$ cat src/rtl/dbg_cmd_deframer.sv
// -----------------------------------------------------------------------------
// dbg_cmd_deframer
//
// Parses the host UART byte stream into debug commands for the nX-u8 debug
// transaction engine. Accepted frames:
//   'r' (0x72) <reg>             -> read command
//   'w' (0x77) <reg> <hi> <lo>   -> write command
// Every complete frame is presented as one parallel command word held on a
// valid/ready handshake. Bad command bytes, inter-byte stalls and (optionally)
// checksum mismatches abort the frame, so the consumer never sees a partial
// command.
//
// Optional feature macro: DBG_CMD_CSUM_EN
//   When defined, each frame carries a trailing byte equal to the XOR of all
//   preceding frame bytes, and a mismatch aborts the frame with code 3.
//
// Parameters:
//   TIMEOUT_CYCLES  max idle gap between bytes inside a frame (0 = disabled)
//
// Ports:
//   clk        in   system clock, rising edge
//   rst_n      in   asynchronous active-low reset
//   s_tdata    in   [7:0]  received byte
//   s_tvalid   in   byte valid
//   s_tready   out  byte accepted this cycle (low in reset and while holding)
//   cmd_dir    out  1 = read, 0 = write
//   cmd_reg    out  [6:0]  debug register number
//   cmd_wdata  out  [15:0] write value (0 for reads)
//   cmd_valid  out  command word valid
//   cmd_ready  in   consumer accepts the command
//   err_pulse  out  one-cycle strobe on frame abort
//   err_code   out  [1:0]  cause of last abort: 1 bad cmd, 2 timeout, 3 csum
//   frame_cnt  out  [7:0]  commands handed off, wrapping
// -----------------------------------------------------------------------------
module dbg_cmd_deframer #(
    parameter int TIMEOUT_CYCLES = 1000000
) (
    input  logic        clk,
    input  logic        rst_n,
    input  logic [7:0]  s_tdata,
    input  logic        s_tvalid,
    output logic        s_tready,
    output logic        cmd_dir,
    output logic [6:0]  cmd_reg,
    output logic [15:0] cmd_wdata,
    output logic        cmd_valid,
    input  logic        cmd_ready,
    output logic        err_pulse,
    output logic [1:0]  err_code,
    output logic [7:0]  frame_cnt
);

    typedef enum logic [2:0] {
        ST_IDLE   = 3'd0,
        ST_REG    = 3'd1,
        ST_VAL_HI = 3'd2,
        ST_VAL_LO = 3'd3,
`ifdef DBG_CMD_CSUM_EN
        ST_CSUM   = 3'd4,
`endif
        ST_HOLD   = 3'd5
    } state_t;

    localparam logic [7:0] CMD_READ    = 8'h72;
    localparam logic [7:0] CMD_WRITE   = 8'h77;
    localparam logic [1:0] ERR_BAD_CMD = 2'd1;
    localparam logic [1:0] ERR_TIMEOUT = 2'd2;
`ifdef DBG_CMD_CSUM_EN
    localparam logic [1:0] ERR_CSUM    = 2'd3;
    // After the last payload byte the frame still owes its checksum.
    localparam state_t     ST_AFTER_DATA = ST_CSUM;
`else
    localparam state_t     ST_AFTER_DATA = ST_HOLD;
`endif

    localparam int           GAP_W  = (TIMEOUT_CYCLES > 1) ? $clog2(TIMEOUT_CYCLES + 1) : 1;
    localparam logic [GAP_W-1:0] GAP_LIM = GAP_W'(TIMEOUT_CYCLES);

    state_t             r_state;
    state_t             w_state_next;
    logic               r_run;
    logic               r_dir;
    logic [6:0]         r_reg;
    logic [15:0]        r_wdata;
    logic               r_err_pulse;
    logic [1:0]         r_err_code;
    logic [7:0]         r_frame_cnt;
    logic [GAP_W-1:0]   r_gap;
    logic [GAP_W-1:0]   w_gap_inc;
    logic               w_accept;
    logic               w_handoff;
    logic               w_gap_run;
    logic               w_timeout;
    logic               w_abort;
    logic [1:0]         w_abort_code;
`ifdef DBG_CMD_CSUM_EN
    logic [7:0]         r_csum;
`endif

    // r_run holds s_tready low until the first edge after reset release.
    assign s_tready  = r_run && (r_state != ST_HOLD);
    assign cmd_valid = (r_state == ST_HOLD);
    assign w_accept  = s_tvalid && s_tready;
    assign w_handoff = cmd_valid && cmd_ready;

    assign cmd_dir   = r_dir;
    assign cmd_reg   = r_reg;
    assign cmd_wdata = r_wdata;
    assign err_pulse = r_err_pulse;
    assign err_code  = r_err_code;
    assign frame_cnt = r_frame_cnt;

    // Gap counter only runs inside a frame; an accepted byte always beats an
    // expiring counter on the same edge.
    assign w_gap_run = (r_state != ST_IDLE) && (r_state != ST_HOLD);
    assign w_gap_inc = r_gap + 1'b1;
    assign w_timeout = (TIMEOUT_CYCLES != 0) && w_gap_run && !w_accept &&
                       (w_gap_inc == GAP_LIM);

    // -------------------------------------------------------------------------
    // State register
    // -------------------------------------------------------------------------
    // NOTE: sequential state uses non-blocking (<=) so every flop samples the
    // pre-edge value of its inputs, independent of statement order.
    always_ff @(posedge clk or negedge rst_n) begin
        if (!rst_n) begin
            r_state <= ST_IDLE;
        end else begin
            r_state <= w_state_next;
        end
    end

    // -------------------------------------------------------------------------
    // Next-state and abort decode
    // -------------------------------------------------------------------------
    // NOTE: every output of this block is given a default first so that no
    // path through the case leaves one unassigned, which would infer a latch.
    always_comb begin
        w_state_next = r_state;
        w_abort      = 1'b0;
        w_abort_code = ERR_BAD_CMD;

        case (r_state)
            ST_IDLE: begin
                if (w_accept) begin
                    if ((s_tdata == CMD_READ) || (s_tdata == CMD_WRITE)) begin
                        w_state_next = ST_REG;
                    end else begin
                        w_abort = 1'b1;
                    end
                end
            end
            ST_REG: begin
                if (w_accept) begin
                    w_state_next = r_dir ? ST_AFTER_DATA : ST_VAL_HI;
                end
            end
            ST_VAL_HI: begin
                if (w_accept) begin
                    w_state_next = ST_VAL_LO;
                end
            end
            ST_VAL_LO: begin
                if (w_accept) begin
                    w_state_next = ST_AFTER_DATA;
                end
            end
`ifdef DBG_CMD_CSUM_EN
            ST_CSUM: begin
                if (w_accept) begin
                    if (s_tdata == r_csum) begin
                        w_state_next = ST_HOLD;
                    end else begin
                        w_abort      = 1'b1;
                        w_abort_code = ERR_CSUM;
                        w_state_next = ST_IDLE;
                    end
                end
            end
`endif
            ST_HOLD: begin
                if (w_handoff) begin
                    w_state_next = ST_IDLE;
                end
            end
            default: begin
                w_state_next = ST_IDLE;
            end
        endcase

        // w_timeout already excludes edges with an accepted byte.
        if (w_timeout) begin
            w_abort      = 1'b1;
            w_abort_code = ERR_TIMEOUT;
            w_state_next = ST_IDLE;
        end
    end

    // -------------------------------------------------------------------------
    // Field capture, status and counters
    // -------------------------------------------------------------------------
    always_ff @(posedge clk or negedge rst_n) begin
        if (!rst_n) begin
            r_run       <= 1'b0;
            r_dir       <= 1'b0;
            r_reg       <= 7'd0;
            r_wdata     <= 16'd0;
            r_err_pulse <= 1'b0;
            r_err_code  <= 2'd0;
            r_frame_cnt <= 8'd0;
            r_gap       <= '0;
`ifdef DBG_CMD_CSUM_EN
            r_csum      <= 8'd0;
`endif
        end else begin
            r_run       <= 1'b1;
            r_err_pulse <= w_abort;

            if (w_abort) begin
                r_err_code <= w_abort_code;
            end

            if (w_handoff) begin
                r_frame_cnt <= r_frame_cnt + 8'd1;
            end

            if (!w_gap_run || w_accept || w_timeout) begin
                r_gap <= '0;
            end else begin
                r_gap <= w_gap_inc;
            end

            if (w_accept) begin
                case (r_state)
                    ST_IDLE: begin
                        if (w_state_next == ST_REG) begin
                            r_dir <= (s_tdata == CMD_READ);
                        end
                    end
                    ST_REG: begin
                        r_reg <= s_tdata[6:0];
                        if (r_dir) begin
                            r_wdata <= 16'd0;
                        end
                    end
                    ST_VAL_HI: r_wdata[15:8] <= s_tdata;
                    ST_VAL_LO: r_wdata[7:0]  <= s_tdata;
                    default: ;
                endcase
`ifdef DBG_CMD_CSUM_EN
                // Running XOR restarts with the command byte of each frame.
                r_csum <= (r_state == ST_IDLE) ? s_tdata : (r_csum ^ s_tdata);
`endif
            end
        end
    end

endmodule

$ cat config.mk
export PLATFORM = sky130hd
export DESIGN_NAME = dbg_cmd_deframer
export DESIGN_NICKNAME = d
export VERILOG_FILES = /design/src/rtl/dbg_cmd_deframer.sv
export SDC_FILE = /design/constraint.sdc
export NUM_CORES = 1
export LEC_CHECK = 0
export BUFFER_PORTS_ARGS = -buffer_cell sky130_fd_sc_hd__buf_2
export CORE_ASPECT_RATIO = 0.8
export CORE_MARGIN = 3
export CORE_UTILIZATION = 56
export DETAILED_ROUTE_END_ITERATION = 8
export PLACE_DENSITY = 0.77
export SLEW_MARGIN = 20
export SYNTH_ARGS = -nofsm -noshare
export SYNTH_HDL_FRONTEND = slang
export SYNTH_SLANG_ARGS = --single-unit
export TNS_END_PERCENT = 30
$ cat constraint.sdc
create_clock -name clk -period 2.8 [get_ports clk]
set_input_delay 0.56 -clock clk [delete_from_list [all_inputs] [get_ports clk]]
set_output_delay 0.56 -clock clk [all_outputs]
set_load 0.005 [all_outputs]
# Yosys cells after proc, flatten, opt, wreduce, memory -nomap -nowiden
# Cells that the tools add are included.
# totals
reg_bits,59
in_bits,12
output_inout_bits,37
word_cells,59
# classes
add_sub_neg,2
n_eq_ne,10
n_mux,18
n_reduce_logical,19
# ops
operator,n
$pmux 8 s2,2
$mux 3,8
$add 20x1->20 const B,1
$eq 20x20->1 const B,1
$mux 20,1
$eq 8x7->1 const B,2
$mux 16,1
$pmux 3 s5,1
$reduce_and 3->1,3
$add 8x1->8 const B,1
$eq 3x1->1 const B,2
$eq 3x2->1 const B,2
$logic_and 1x1->1,6
$mux 1,4
$reduce_bool 2->1,2
$eq 3x3->1 const B,1
$logic_not 3->1,1
$logic_or 1x1->1,3
$ne 3x3->1 const B,1
$reduce_bool 3->1,1
$logic_not 1->1,2
$mux 2,1
$ne 2x2->1 const B,1
$reduce_and 2->1,1

# Longest topological paths before layout
# Gate-level depths: netlist (run 1).
# depth
depth_word,9
ltp_mapped,9
depth_no_buf,7

# Least setup slack after synthesis (run 1)
# No wires, ideal clock.
# synth_timing
kind,reg-to-reg
start,reg r_gap[0]
end,reg r_gap[16]
arrival_time_ps,2435
required_ps,2664
setup_slack_ps,229
path_stages_with_launch,10
path_buffers,2
period_less_slack_ps,2571
path_cell_list,dfrtp_1 ha_1 buf_2 or3b_2 a211oi_1 o22ai_1 a2111oi_0 and3_1 buf_4 nor3_1
# synth_via
elab_chain_cells,5
# synth_lines
element,line,rtl
"start, declared",88,logic [GAP_W-1:0] r_gap;
"start signal, assigned",230,r_gap <= w_gap_inc;
$add 20x1->20 (*),116,assign w_gap_inc = r_gap + 1'b1;
$eq 20x20->1,118,(w_gap_inc == GAP_LIM);
$logic_and 1x1->1,117,assign w_timeout = (TIMEOUT_CYCLES != 0) && w_gap_run && !w_accept &&
$logic_or 1x1->1,227,if (!w_gap_run || w_accept || w_timeout) begin
$mux 20 (*),227,
# Every way passes the cells marked *; elsewhere a longest branch is shown, timed or not.
# A chain may end at the register's enable or synchronous reset.

# Worst setup path in the final report (run 1)
# layout_timing
start,reg r_gap[2]
end,reg r_gap[9]
# The elaborated chain is that of the path after synthesis.

==> flow_summary.yaml, run 1 <==
status:
  outcome: "complete, no violations"
logic_synthesis:
  yosysWarnings: 0
  synth_top_family_by_area: "simple AND/OR/NAND/NOR gates"
  muxShareOfSynthArea_pct: 3.03
  synth_fa_ha_area_share_pct: 1.26
  synth.lib_cells_used.distinct: 42
  syn_area_per_cell_um2: 9.52
  synth-compound-area-share_pct: 9.95
  netlist_area_um2: 2970
  ys_seq_elements: 59
  synthesis.nets: 327
  synth-xor-area-share_pct: 7.96
  yosys.area_share.simple_pct: 24.8
  synth_cells: 312
  synth.yosys.seq_area_share_pct: 49.7
final_layout:
  largest_register_ffs: 20
  layout_common_cells: "59 x dfrtp_1, 52 x nand2_1, 48 x buf_2"
  final_common_cell: "dfrtp_1"
  top_register: "r_gap"
  diodes: 0
  fillCellCount: 400
  drive_gt1_share_pct: 22.9
  syn2layout_area_growth_pct: 16.4
  fin_nets: 377
grt:
  grt_max_degree: 60
  grt_overflow: 0
  antenna_found_initial: 0
  grt_pass1_vias: 2251
  grt_usage_pct: 22.3
  grt_first_pass_wirelength_um: 10700
clocking:
  cts-root-buf: "clkbuf_8"
  clk_transition_reported_paths_ns: 0.07
  cts_tree: "built"
  h-tree-depth: 3
  clock_path_buffers: 2
  numCtsBuffers: 9
  clock_sinks: 59
  hold_buffers: 0
  clk_latency_ns: 0.34
setup_path:
  end_kind: "flip-flop"
  cp_data_required_time_ns: 3.01
  startpoint_type: "flip-flop"
  worstPathMaxFanout: 9
  worst_ep_arrival_time_ns: 2.84
  crit_type: "reg2reg"
placement:
  dp_slack_ns: 0.189
  io_buffers: 48
  gp_congestion: 0.903
  hpwlAfterDp_um: 4330
flow_run:
  max-cap-violations: 0
power:
  pwr-share-comb_pct: 3.8
  p_switching_mw: 0.405
  internal_power_mw: 1.29
  netSwitchingFraction_pct: 23.9
  p_clk_share_pct: 45.1
  powerDensity_nw_per_um2: 491
  p_leak_nw: 1.61
  vdd_drop_max_mv: 0.405
  p_total_mw: 1.70
  power_frac_seq_pct: 51.1
timing:
  worstMarginPinSlew_ns: 0.960
  relSlewSlack_pct: 35.9
  report.final.hold_viol_count: 0
  clock-skew-final_ns: 0.00902
  finalMaxSlewViolations: 0
  rsz0062_at_grt: "false"
  tns_ns: 0
  setup_viol: 0
  hold_ws_ns: 0.352
  fin_ws_ns: 0.170
  fin_crit_sh_pct: 93.9
  fmax_mhz: 380
  period_needed_ns: 2.63
drt:
  avgViaCountPerCell: 5.66
  vias: 2430
  dr.pass1.iters: 4
  drt_iter0_markers: 224
  drc: 0
  wl_um: 6310
  wl_per_cell_um: 14.7
  ant_nets: 0
die:
  die_w_um: 87.4
  dieHeight_um: 71.1
  boundaryPins: 49
  die_area_um2: 6220
  initial_utilization_pct: 58.6
  core_um2: 5060
  rows: 23
hold_path:
  hold_class: "in2async"
-- path summary, 6_finish.rpt --
check | from | endpoint | slack [ns] | cells past startpoint
max | r_gap[2] | r_gap[9] | 0.17 | 6
min reg2reg | frame_cnt[7] | frame_cnt[7] | 0.46 | 1
max reg2reg | r_gap[2] | r_gap[9] | 0.17 | 6
max in group asynchronous | rst_n | cmd_reg[1] | 1.96 | 2
min in group clk | cmd_ready | r_state[2] | 0.45 | 2
min | rst_n | frame_cnt[2] | 0.35 | 2
-- per-stage QoR --
stage | cell area (µm²) | cells | util [%]
2_1_floorplan | 2970 | 312 | -
3_3_place_gp | 3260 | 413 | 64.3
3_5_place_dp | 3260 | 413 | 64.3
4_1_cts | 3450 | 429 | 68.1
5_1_grt | 3460 | 429 | 68.3
6_report | 3460 | 429 | 68.3
-- logic make-up after synthesis --
family | Yosys count
AND/OR/NAND/NOR | 143
flip-flops | 59
AO/OA/AOI/OAI | 51
XOR/XNOR | 27
buffers and inverters | 20
multiplexers | 8
adder cells (fa/ha/maj) | 3
other | 1
-- power groups by stage --
| stage | logic [mW] | clock network, mW | registers (mW) |
|---|---|---|---|
| finish | 0.0650 | 0.765 | 0.867 |
| detailed placement | 0.0670 | 0 | 0.883 |
| CTS | 0.0672 | 0.787 | 0.867 |
| floorplan | 0.0205 | 0 | 0.884 |
| global placement | 0.0651 | 0 | 0.883 |
| global route | 0.0748 | 0.815 | 0.868 |
-- synthesized netlist by cell type (all sizes together) --
| cell type | count | share of area [%] |
|---|---|---|
| dfrtp | 59 | 50 |
| nand2 | 52 | 6.6 |
| o21ai | 31 | 5.2 |
| xor2 | 16 | 4.7 |
| nor2 | 14 | 1.8 |
| nor3 | 14 | 2.4 |
| nand3 | 13 | 2.6 |
| xnor2 | 11 | 3.2 |
| nand4 | 10 | 2.1 |
| clkbuf | 9 | 1.1 |
| a21oi | 8 | 1.3 |
| mux2 | 8 | 3.0 |
| buf | 6 | 1.3 |
| and3 | 5 | 1.1 |
| inv | 5 | 0.63 |
| nor3b | 5 | 1.3 |
| nor4 | 5 | 1.1 |
| or3 | 5 | 1.1 |
| and2 | 4 | 0.84 |
| nor2b | 4 | 0.84 |
| and4 | 3 | 0.89 |
| ha | 3 | 1.3 |
| a21boi | 2 | 0.51 |
| nand2b | 2 | 0.42 |
| nand3b | 2 | 0.51 |
| o21a | 2 | 0.51 |
| or4 | 2 | 0.63 |
| a2111oi | 1 | 0.30 |
| a211o | 1 | 0.30 |
| a211oi | 1 | 0.25 |
| a21o | 1 | 0.25 |
| a221oi | 1 | 0.51 |
| a2bb2oi | 1 | 0.30 |
| conb | 1 | 0.13 |
| nor4bb | 1 | 0.34 |
| o211ai | 1 | 0.25 |
| o22ai | 1 | 0.21 |
| or2 | 1 | 0.21 |
| or3b | 1 | 0.30 |
-- critical path, cell delays in order (launching register included) --
cell      delay, ns
dfrtp_1        0.54
nand3_4        0.16
or4_4          0.59
or3_1          0.40
a221oi_2       0.34
and3_1         0.37
nor3_1         0.10
-- what timing repair did --
| action | CTS | global route |
|---|---|---|
| gates resized for setup | 0 | 2 |
| endpoints found under the setup margin | 0 | 10 |
| buffers inserted | 0 | 0 |
-- metal layers --
| metal | GRT usage [%] | wire [µm] |
|---|---|---|
| met5 | 0 | 0 |
| met2 | 31.5 | 2840 |
| met1 | 31.6 | 2990 |
| met3 | 7.10 | 402 |
| met4 | 9.71 | 84 |
-- cell type report --
class,instances,area (µm²),area share [%]
clock buffers,9,124,3.58
clock inverters,7,68.8,1.99
inverters,5,18.8,0.543
multi-input cells,233,1410,40.7
flip-flops and latches,59,1480,42.7
well taps,62,77.6,2.24
repair buffers,54,285,8.25
Note: power is estimated with default switching activity, not from simulation.
==> inputs of run 2 (changes only) <==
==> constraint.sdc (replaced) <==
create_clock -name clk -period 2.8 [get_ports clk]
set_input_delay 0.28 -clock clk [delete_from_list [all_inputs] [get_ports clk]]
set_output_delay 0.28 -clock clk [all_outputs]
set_load 0.005 [all_outputs]
==> run 2 against run 1 <==
  * Non-clock buffer count is 1 higher
  * Count of clock-buffer cells in the layout stayed put
  * Core utilization is 0.074 points higher
  * Cell area is 0.11% higher
  * Via count is 0.58% lower
  * Hold slack worse by 0.34 ns
  * Power is 0.66% lower
  * Sequential power hardly changed
  * Flip-flop and latch count stayed put
  * Register-to-register slack better by 0.03 ns
  * Final cell count is 0.23% higher
  * Combinational power is 3.8% higher
  * Critical endpoint is now r_state[1]
  * Highest routed layer unchanged
==> flow_summary.yaml, run 2 (synthesized netlist as in run 1, its figures left out) <==
setup_path:
  critPathLaunch: "r_gap[2]"
  crit_type: "reg2reg"
  worstReg2RegStart: "r_gap[2]"
  worstPathMaxFanout: 9
  worst_ep_arrival_time_ns: 2.80
  end_kind: "flip-flop"
  cp_data_required_time_ns: 3.01
  startpoint_type: "flip-flop"
  r2r_cells: 6
final_layout:
  instances_no_fill: 430
  seq_area_um2: 1480
  drive_gt1_share_pct: 23.1
  final_common_cell: "dfrtp_1"
  fin_area_um2: 3460
  top_register: "r_gap"
  multiInputGateArea_um2: 1400
  diodes: 0
  largest_register_ffs: 20
  layout_common_cells: "59 x dfrtp_1, 52 x nand2_1, 48 x buf_2"
  fillCellCount: 435
  syn2layout_area_growth_pct: 16.6
  fin_nets: 378
timing:
  tns_ns: 0
  hold_ws_ns: 0.00835
  report.final.hold_viol_count: 0
  fin_crit_sh_pct: 92.7
  setup_viol: 0
  finalMaxSlewViolations: 0
  rsz0062_at_grt: "false"
  period_needed_ns: 2.60
  relSlewSlack_pct: 37.0
  worstMarginPinSlew_ns: 0.938
  fmax_mhz: 385
  clock-skew-final_ns: 0.00629
power:
  p_switching_mw: 0.393
  power_frac_seq_pct: 51.5
  p_leak_nw: 1.61
  powerDensity_nw_per_um2: 487
  netSwitchingFraction_pct: 23.3
  vdd_drop_max_mv: 0.420
  p_clk_share_pct: 44.5
  internal_power_mw: 1.29
  pwr-share-comb_pct: 4.0
die:
  die_w_um: 87.4
  initial_utilization_pct: 58.6
  rows: 23
  die_area_um2: 6220
  dieHeight_um: 71.1
  boundaryPins: 49
  core_um2: 5060
clocking:
  cts-root-buf: "clkbuf_8"
  clk_latency_ns: 0.33
  hold_buffers: 0
  clock_path_buffers: 2
  clk_transition_reported_paths_ns: 0.07
  h-tree-depth: 3
  numCtsBuffers: 9
  clock_sinks: 59
  cts_tree: "built"
  post_cts_resized: 0
  cts_setup_buffers: 0
grt:
  grt_first_pass_wirelength_um: 10900
  grt_usage_pct: 22.4
  grt_overflow: 0
  antenna_found_initial: 0
  grt_max_degree: 34
  grt_pass1_vias: 2279
drt:
  avgViaCountPerCell: 5.62
  drc: 0
  wl_um: 6470
  vias: 2416
  ant_nets: 0
  drt_iter0_markers: 201
  wl_per_cell_um: 15.0
  dr.pass1.iters: 4
placement:
  gp_congestion: 0.908
  place_inst: 414
  placed_area_um2: 3270
  hpwlAfterDp_um: 4690
  io_buffers: 48
flow_run:
  max-cap-violations: 0
hold_path:
  hold_class: "in2async"
status:
  outcome: "complete, no violations"
run 2: cell count changes in the layout (fill, tap and decap cells not counted), sizes merged:
| cell | before | now |
|---|---|---|
| buf | 54 | 55 |
run 2: final cells by class:
class | instances | area share [%]
repair buffers | 55 | 8.46
clock inverters | 7 | 1.99
multi-input cells | 233 | 40.5
flip-flops and latches | 59 | 42.7
clock buffers | 9 | 3.58
inverters | 5 | 0.542
well taps | 62 | 2.24
run 2: stage by stage:
step	setup slack [ns]	utilization [%]	total power, mW
floorplan	0.229	-	0.904
global placement	0.268	64.5	0.950
detailed placement	0.190	64.5	0.953
CTS	0.161	68.3	1.71
global route	0.0314	68.3	1.75
finish	0.204	68.3	1.69
run 2: per-layer routing:
metal / track usage (%) / up-vias / part of all wire [%]
met3: 5.12 / 5 / 6.2
met2: 32.6 / 67 / 46
met5: 0 / - / 0
met4: 6.64 / 0 / 0.56
met1: 33.4 / 1150 / 47
li1: - / 1194 / -
run 2: final timing paths:
| check | slack [ns] | to |
|---|---|---|
| setup / recovery | 0.20 | r_state[1] |
| hold / removal | 0.008 | frame_cnt[4] |
| setup reg to reg | 0.20 | r_state[1] |
| hold reg to reg | 0.47 | frame_cnt[7] |
| max in group asynchronous | 2.08 | err_pulse |
| min in group clk | 0.19 | r_state[2] |
run 2: critical path, cell delays in order, from the launching register on:
cell      delay (ns)
dfrtp_1         0.53
nand3_4         0.16
or4_4           0.59
or3_1           0.40
a221oi_2        0.35
nand3_1         0.25
nor3b_1         0.21
run 2: power by group through the flow:
stage | Clock (mW) | Combinational (mW) | Sequential (mW)
3_5_place_dp | 0 | 0.0692 | 0.884
3_3_place_gp | 0 | 0.0668 | 0.883
4_1_cts | 0.776 | 0.0695 | 0.867
2_1_floorplan | 0 | 0.0205 | 0.884
6_report | 0.751 | 0.0675 | 0.868
5_1_grt | 0.805 | 0.0763 | 0.868
